## src/rtl/mips_mem_pkg.sv

```systemverilog
// Shared MIPS data-memory definitions: MemOp size/sign encoding, access FSM states
// and the natural-alignment rule.
package mips_mem_pkg;

  typedef enum logic [1:0] {
    MEM_SZ_BYTE = 2'b00,
    MEM_SZ_HALF = 2'b01,
    MEM_SZ_WORD = 2'b10,
    MEM_SZ_RSVD = 2'b11
  } mem_size_e;

  localparam int unsigned MEMOP_ZEXT_BIT = 2;

  typedef enum logic [1:0] {
    ST_IDLE = 2'b00,
    ST_RD   = 2'b01,
    ST_WR   = 2'b10,
    ST_DONE = 2'b11
  } mac_state_e;

  // The reserved size never aligns, so it is reported as an alignment error.
  function automatic logic mem_is_aligned(input logic [1:0] size, input logic [1:0] addr_lo);
    logic ok;
    case (mem_size_e'(size))
      MEM_SZ_BYTE: ok = 1'b1;
      MEM_SZ_HALF: ok = ~addr_lo[0];
      MEM_SZ_WORD: ok = (addr_lo == 2'b00);
      default:     ok = 1'b0;
    endcase
    return ok;
  endfunction

endpackage

```

## src/rtl/mem_lane_align.sv

```systemverilog
// Little-endian lane steering: extracts and extends load data, and merges
// sub-word store data into a word read from memory.
module mem_lane_align
  import mips_mem_pkg::*;
(
  input  logic [2:0]  mem_op_i,
  input  logic [1:0]  byte_off_i,
  input  logic [31:0] rdata_i,
  input  logic [31:0] store_data_i,
  output logic [31:0] load_data_o,
  output logic [31:0] merged_o
);

  logic [4:0]  sh_amt;
  logic [31:0] shifted;
  logic [31:0] lane_mask;
  logic [31:0] store_rep;
  logic        zext;

  always_comb begin
    sh_amt    = {byte_off_i, 3'b000};
    shifted   = rdata_i >> sh_amt;
    zext      = mem_op_i[MEMOP_ZEXT_BIT];
    load_data_o = shifted;
    lane_mask = 32'hFFFF_FFFF;
    store_rep = store_data_i;
    case (mem_size_e'(mem_op_i[1:0]))
      MEM_SZ_BYTE: begin
        load_data_o = zext ? {24'h0, shifted[7:0]} : {{24{shifted[7]}}, shifted[7:0]};
        lane_mask   = 32'h0000_00FF << sh_amt;
        store_rep   = {4{store_data_i[7:0]}};
      end
      MEM_SZ_HALF: begin
        // Half accesses are aligned upstream, so the byte shift equals the half-lane shift.
        load_data_o = zext ? {16'h0, shifted[15:0]} : {{16{shifted[15]}}, shifted[15:0]};
        lane_mask   = 32'h0000_FFFF << {byte_off_i[1], 4'b0000};
        store_rep   = {2{store_data_i[15:0]}};
      end
      default: begin
        load_data_o = shifted;
        lane_mask   = 32'hFFFF_FFFF;
        store_rep   = store_data_i;
      end
    endcase
    merged_o = (rdata_i & ~lane_mask) | (store_rep & lane_mask);
  end

endmodule

```

## src/rtl/mem_access_ctrl.sv

```systemverilog
// MEM-stage data memory access controller: stalls the pipeline while a load,
// word store or sub-word read-modify-write runs against a req/ack memory port.
//
//   state | meaning
//   IDLE  | waiting for an access; misaligned accesses flagged here, halt latched here
//   RD    | read request outstanding (load, or first half of sub-word store)
//   WR    | write request outstanding
//   DONE  | one-cycle completion, pipeline released, LoadValid for loads
module mem_access_ctrl
  import mips_mem_pkg::*;
(
  input  logic        clk,
  input  logic        reset,
  input  logic        MemWriteIn,
  input  logic        MemtoRegIn,
  input  logic [2:0]  MemOpIn,
  input  logic [31:0] AddrIn,
  input  logic [31:0] StoreDataIn,
  input  logic        HaltIn,
  output logic        Stall,
  output logic [31:0] LoadData,
  output logic        LoadValid,
  output logic        AlignErr,
  output logic        HaltDone,
  output logic        mem_req,
  output logic        mem_we,
  output logic [29:0] mem_addr,
  output logic [31:0] mem_wdata,
  input  logic [31:0] mem_rdata,
  input  logic        mem_ack
);

  mac_state_e  state_q;
  logic        mem_req_q;
  logic        mem_we_q;
  logic [29:0] mem_addr_q;
  logic [31:0] mem_wdata_q;
  logic [31:0] load_data_q;
  logic        load_valid_q;
  logic        halt_done_q;
  logic [2:0]  op_q;
  logic [1:0]  off_q;
  logic        store_q;

  logic        access;
  logic        aligned;
  logic        live_access;
  logic        launch;
  logic        word_store;
  logic [31:0] lane_load;
  logic [31:0] lane_merged;

  assign access      = MemWriteIn | MemtoRegIn;
  assign aligned     = mem_is_aligned(MemOpIn[1:0], AddrIn[1:0]);
  // Combinational outputs are gated by reset so they read 0 while reset is held.
  assign live_access = reset && (state_q == ST_IDLE) && !halt_done_q && access;
  assign launch      = live_access && aligned;
  assign word_store  = MemWriteIn && (mem_size_e'(MemOpIn[1:0]) == MEM_SZ_WORD);

  assign AlignErr  = live_access && !aligned;
  assign Stall     = launch || (state_q == ST_RD) || (state_q == ST_WR);
  assign LoadData  = load_data_q;
  assign LoadValid = load_valid_q;
  assign HaltDone  = halt_done_q;
  assign mem_req   = mem_req_q;
  assign mem_we    = mem_we_q;
  assign mem_addr  = mem_addr_q;
  assign mem_wdata = mem_wdata_q;

  // During RD of a sub-word store, mem_wdata_q still holds the raw store data.
  mem_lane_align u_lane (
    .mem_op_i     (op_q),
    .byte_off_i   (off_q),
    .rdata_i      (mem_rdata),
    .store_data_i (mem_wdata_q),
    .load_data_o  (lane_load),
    .merged_o     (lane_merged)
  );

  always_ff @(posedge clk or negedge reset) begin
    if (!reset) begin
      state_q      <= ST_IDLE;
      mem_req_q    <= 1'b0;
      mem_we_q     <= 1'b0;
      mem_addr_q   <= '0;
      mem_wdata_q  <= '0;
      load_data_q  <= '0;
      load_valid_q <= 1'b0;
      halt_done_q  <= 1'b0;
      op_q         <= '0;
      off_q        <= '0;
      store_q      <= 1'b0;
    end else begin
      load_valid_q <= 1'b0;
      case (state_q)
        ST_IDLE: begin
          if (HaltIn && !access) begin
            halt_done_q <= 1'b1;
          end
          if (launch) begin
            mem_req_q   <= 1'b1;
            mem_addr_q  <= AddrIn[31:2];
            mem_wdata_q <= StoreDataIn;
            op_q        <= MemOpIn;
            off_q       <= AddrIn[1:0];
            store_q     <= MemWriteIn;
            if (word_store) begin
              mem_we_q <= 1'b1;
              state_q  <= ST_WR;
            end else begin
              mem_we_q <= 1'b0;
              state_q  <= ST_RD;
            end
          end
        end
        ST_RD: begin
          if (mem_ack) begin
            if (store_q) begin
              mem_wdata_q <= lane_merged;
              mem_we_q    <= 1'b1;
              state_q     <= ST_WR;
            end else begin
              load_data_q  <= lane_load;
              load_valid_q <= 1'b1;
              mem_req_q    <= 1'b0;
              state_q      <= ST_DONE;
            end
          end
        end
        ST_WR: begin
          if (mem_ack) begin
            mem_req_q <= 1'b0;
            mem_we_q  <= 1'b0;
            state_q   <= ST_DONE;
          end
        end
        default: state_q <= ST_IDLE;
      endcase
    end
  end

endmodule

```

## config.mk

```make
export PLATFORM = sky130hd
export DESIGN_NAME = mem_access_ctrl
export DESIGN_NICKNAME = d
export VERILOG_FILES = /design/src/rtl/mips_mem_pkg.sv /design/src/rtl/mem_lane_align.sv /design/src/rtl/mem_access_ctrl.sv
export SDC_FILE = /design/constraint.sdc
export NUM_CORES = 1
export LEC_CHECK = 0
export CAP_MARGIN = 20
export CELL_PAD_IN_SITES_DETAIL_PLACEMENT = 1
export CELL_PAD_IN_SITES_GLOBAL_PLACEMENT = 1
export CORE_MARGIN = 2
export CORE_UTILIZATION = 33
export CTS_CLUSTER_DIAMETER = 200
export CTS_CLUSTER_SIZE = 16
export DETAILED_ROUTE_END_ITERATION = 8
export PLACE_DENSITY = 0.85
export SKIP_CTS_REPAIR_TIMING = 1
export SYNTH_ARGS = -nofsm -noshare
export SYNTH_HDL_FRONTEND = slang
export SYNTH_SLANG_ARGS = --single-unit
export TNS_END_PERCENT = 30
```

## constraint.sdc

```tcl
create_clock -name clk -period 3.4 [get_ports clk]
set_input_delay 0.51 -clock clk [delete_from_list [all_inputs] [get_ports clk]]
set_output_delay 0.51 -clock clk [all_outputs]
set_load 0.1 [all_outputs]
```

==> results.py, run 1 <==
metrics = {
    "drt": {
        "ant_nets": 0,
        "first_iter_violations": 255,
        "drc": 0,
        "first_pass_iters": 4,
        "via_count": 4736,
        "viasPerCell": 5.092,
        "drt-total-wl_um": 19030,
        "avgRoutedWirePerCell_um": 20.46,
    },
    "worst_setup_path": {
        "timing.rr.start": "state_q[0]",
        "rr_worst_depth": 8,
        "start_kind": "flip-flop",
        "cp.required_ps": 2890,
        "r2r_slack_ps": 810,
        "cp-end-kind": "primary output",
        "arrival_ps": 2150,
        "critPathKind": "flip-flop to primary output",
        "worstPathMaxFanout": 10,
    },
    "sta": {
        "tightest_slew_ps": 1006,
        "hold_viol_final": 0,
        "skew_ps": 6.924,
        "fmax_mhz": 376.0,
        "finalCriticalPeriod_ps": 2660,
        "setup_tns_ps": 0,
        "relSlewSlack": 0.3274,
        "slew_viol_final": 0,
        "rsz0062_at_grt": "false",
        "fin_crit_sh": 0.7823,
        "setup_violations": 0,
    },
    "yosys": {
        "synthCells": 517,
        "ys_seq_area_frac": 0.4838,
        "synthesis.area_um2": 5483,
        "syn-num-nets": 626,
        "synth_top_cell_area_share": 0.4838,
        "yosysWarnings": 0,
        "synth_area_leaders": "dfrtp_1 (48%), mux2_2 (15%), mux2i_1 (6.2%)",
        "synth_top_cell_by_area": "dfrtp_1",
        "ys_ff_latch": 106,
        "syn_avg_cell_area_um2": 10.60,
        "yosys.cell_types.count": 42,
    },
    "global_route": {
        "grt_max_degree": 65,
        "grt_overflow": 0,
        "first_global_vias": 5120,
        "antenna_found_initial": 0,
        "grt_util_all_layers": 0.2183,
        "grt_pass1_wl_um": 29610,
    },
    "final_layout": {
        "layout_common_cells": "clkdlybuf4s50_1 (195), dfrtp_1 (106), mux2_2 (71)",
        "antenna_cells": 0,
        "num-nets-final": 814,
        "drive_gt1_frac": 0.1662,
        "area_delta_synth_final_pct": 46.42,
        "layout_commonest_cell": "clkdlybuf4s50_1",
        "n_fill_cell": 1770,
    },
    "clock_tree": {
        "insertion_delay_ps": 350,
        "htree_levels": 3,
        "path_clk_slew_ps": 70,
        "cts_made_buffers": 9,
        "cts_tree": "done",
        "root_buffer": "clkbuf_16",
        "cts_sinks": 106,
        "cts_buffer_depth": 2,
    },
    "floorplanning": {
        "rows": 47,
        "initial_utilization": 0.3342,
        "coreArea_um2": 16410,
        "dieArea_um2": 17660,
        "fp.dieH_um": 132.9,
        "pin_count": 205,
        "die_x_um": 132.9,
    },
    "placed_design": {
        "place_congestion": 0.8715,
        "portBuffers": 204,
        "dp_hpwl_um": 15070,
    },
    "flow_run": {
        "drv_cap": 0,
    },
    "worst_hold_path": {
        "hp-class": "input port to async pin",
    },
    "run_status": {
        "run_status": "completed",
    },
}
through the flow:
stage                     instances  worst slack (ps)  utilization  area (µm²)  hold slack [ps]
after global routing            930             585.2       0.4893        8028            328.4
after CTS                       930             722.8       0.4893        8028            310.1
after detailed placement        914             638.3       0.4698        7707            469.4
final                           930             740.1       0.4893        8028            291.2
after floorplan                 517             576.2            -        5488            214.4
after global placement          914             715.9       0.4698        7707            461.9
worst max-delay path: stages, from the launching register on:
cell     delay [ps]
dfrtp_1         420
inv_1           100
ha_1            420
nand2_1         120
nor3_2          230
nor3b_2         290
buf_12          210
cell families (layout without fill, tap and decap cells):
group                      count (synthesis)  after routing  share of synthesized area
and+or+nand+nor                          130            130                     0.1086
DFF                                      106            106                     0.4838
muxes                                    113            113                     0.2243
adders and majority gates                  4              4                   0.009129
AOI/OAI and AO/OA                        107            107                     0.1273
buffers and inverters                     57            250                    0.04678
metal layers:
layer,share of wire,wire [µm],global-route usage,up-vias
met3,0.061,1158,0.04444,24
met4,0.017,323,0.05795,0
met5,0,0,0,-
met1,0.41,7887,0.2802,2363
met2,0.51,9660,0.3759,144
li1,-,-,-,2205
cell usage after synthesis (all sizes together):
| cell type | n |
|---|---|
| mux2i | 34 |
| or2 | 3 |
| clkinv | 1 |
| nand3 | 16 |
| a21oi | 49 |
| o21ba | 1 |
| mux2 | 79 |
| o31ai | 1 |
| nand2b | 2 |
| nor3 | 10 |
| a31o | 1 |
| a211oi | 1 |
| a21o | 1 |
| dfrtp | 106 |
| o21a | 1 |
| nand2 | 45 |
| a211o | 1 |
| o21bai | 2 |
| ha | 4 |
| a2111o | 1 |
| nor2 | 39 |
| clkbuf | 18 |
| and2b | 2 |
| nor3b | 10 |
| a31oi | 1 |
| o2bb2ai | 1 |
| a221oi | 1 |
| o21ai | 18 |
| a221o | 9 |
| o22ai | 16 |
| nor2b | 3 |
| a2111oi | 2 |
| buf | 18 |
| inv | 20 |
worst max-delay path by stage:
stage / slack, ps / startpoint / cells after the start / to
CTS: 720 / state_q[0] / 6 / AlignErr
global placement: 720 / MemOpIn[0] / 6 / flip-flop
floorplan: 580 / HaltDone / 2 / AlignErr
finish: 740 / state_q[0] / 6 / AlignErr
detailed placement: 640 / MemOpIn[0] / 6 / flip-flop
global route: 590 / state_q[0] / 7 / Stall
area by class of cell:
type / instances / area [µm²] / area share
clock inverters: 5 / 77.57 / 0.009663
well taps: 220 / 275.3 / 0.03429
multi-input cells: 354 / 2589 / 0.3225
flip-flops and latches: 106 / 2653 / 0.3304
repair buffers: 213 / 2112 / 0.2631
inverters: 21 / 78.83 / 0.009819
clock buffers: 11 / 242.7 / 0.03024
Power of run 1 is left out: the tool's default activity adds up to more than one toggle a clock period on the data nets, which glitch-free logic cannot reach.
==> run 2, diff against run 1 <==
==> constraint.sdc (replaced) <==
create_clock -name clk -period 2.8 [get_ports clk]
set_input_delay 0.42 -clock clk [delete_from_list [all_inputs] [get_ports clk]]
set_output_delay 0.42 -clock clk [all_outputs]
set_load 0.1 [all_outputs]
==> run 2 against run 1 <==
Compared with the run above:
- via count up 1.6%
- critical endpoint is now Stall
- non-clock buffer count increased by 9
- final cell count increased by 0.97%
- flip-flop and latch count did not move
- global-route usage is 0.30 points lower
- first-iteration DRC count increased by 1.2%
- die area did not move
- clock skew rose by 4.1 ps
- largest cell class unchanged
- worst setup slack got worse by 390 ps
- count of clock-buffer cells in the layout decreased by 1
- sequential share of layout area increased by 0.58 points
- register-to-register slack lost 340 ps
==> results.py, run 2 (same netlist as run 1, synthesis figures left out) <==
metrics = {
    "floorplanning": {
        "initial_utilization": 0.3342,
        "rows": 47,
        "fp.dieH_um": 132.9,
        "dieArea_um2": 17660,
        "pin_count": 205,
        "coreArea_um2": 16410,
        "die_x_um": 132.9,
    },
    "drt": {
        "avgRoutedWirePerCell_um": 20.29,
        "ant_nets": 0,
        "drc": 0,
        "via_count": 4812,
        "first_pass_iters": 4,
        "viasPerCell": 5.125,
        "drt-total-wl_um": 19050,
        "first_iter_violations": 258,
    },
    "clock_tree": {
        "cts_tree": "done",
        "insertion_delay_ps": 360,
        "cts_made_buffers": 9,
        "cts_buffer_depth": 2,
        "htree_levels": 3,
        "root_buffer": "clkbuf_16",
        "path_clk_slew_ps": 70,
        "cts_sinks": 106,
    },
    "sta": {
        "setup_tns_ps": 0,
        "fin_crit_sh": 0.8739,
        "hold_viol_final": 0,
        "fmax_mhz": 408.7,
        "rsz0062_at_grt": "false",
        "skew_ps": 11.01,
        "setup_violations": 0,
        "finalCriticalPeriod_ps": 2447,
        "tightest_slew_ps": 1055,
        "relSlewSlack": 0.2950,
        "slew_viol_final": 0,
    },
    "worst_setup_path": {
        "r2r_slack_ps": 470,
        "r2r-end": "LoadData[10]",
        "worstPathMaxFanout": 18,
        "cp-end-kind": "primary output",
        "start_kind": "input port",
        "timing.rr.start": "state_q[1]",
        "critPathKind": "input port to primary output",
        "arrival_ps": 2030,
        "rr_worst_depth": 8,
        "cp.required_ps": 2380,
    },
    "final_layout": {
        "n_fill_cell": 1791,
        "seq_area_um2": 2653,
        "num-nets-final": 823,
        "layout_common_cells": "buf_4 (116), dfrtp_1 (106), clkdlybuf4s50_1 (103)",
        "layout_commonest_cell": "buf_4",
        "drive_gt1_frac": 0.3060,
        "multiInputGateArea_um2": 2589,
        "antenna_cells": 0,
        "area_delta_synth_final_pct": 43.91,
    },
    "flow_run": {
        "drv_cap": 0,
    },
    "global_route": {
        "grt_overflow": 0,
        "antenna_found_initial": 0,
        "first_global_vias": 5144,
        "grt_pass1_wl_um": 29280,
        "grt_util_all_layers": 0.2154,
        "grt_max_degree": 60,
    },
    "placed_design": {
        "dp_hpwl_um": 14900,
        "portBuffers": 204,
        "place_congestion": 0.8660,
    },
    "run_status": {
        "run_status": "completed",
    },
    "worst_hold_path": {
        "hp-class": "input port to async pin",
    },
}
run 2: changes by cell type in the layout (fill, tap and decap cells not counted):
cell / delta
clkbuf_1: -1
buf_12: +1
clkdlybuf4s50_1: -92
inv_6: +3
buf_4: +100
clkinv_2: -2
run 2: final cells by class:
| class | instances | share of cell area |
|---|---|---|
| repair buffers | 222 | 0.2487 |
| multi-input cells | 354 | 0.3281 |
| inverters | 21 | 0.009990 |
| well taps | 220 | 0.03489 |
| clock buffers | 10 | 0.03029 |
| flip-flops and latches | 106 | 0.3362 |
| clock inverters | 6 | 0.01189 |
run 2: worst max path at each step:
stage,startpoint,end,slack [ps],cells after the start
floorplan,HaltDone,AlignErr,70,2
global route,state_q[0],Stall,240,8
global placement,MemOpIn[0],flip-flop,350,5
CTS,state_q[0],Stall,340,8
detailed placement,MemOpIn[0],mem_addr[5],280,6
finish,MemOpIn[0],Stall,350,6
run 2: worst max-delay path: stages:
cell and delay, ps:
clkdlybuf4s50_1 470, nor3_1 460, o21ai_4 120, buf_4 240, nand2_1 130, buf_12 180
run 2: routing by layer:
metal	track usage	part of all wire
met2	0.3754	0.50
met3	0.04138	0.053
met5	0	0
met4	0.07407	0.025
met1	0.2672	0.43
run 2: through the flow:
step	hold WS, ps	std cells	cell area, µm²	setup slack, ps	utilization
floorplan	124.4	517	5488	66.20	-
global placement	470.3	923	7557	352.9	0.4606
detailed placement	488.8	923	7557	282.4	0.4606
CTS	251.8	939	7890	344.2	0.4809
global route	271.1	939	7890	235.5	0.4809
finish	217.1	939	7890	353.1	0.4809
Power of run 2 is left out for the same reason.
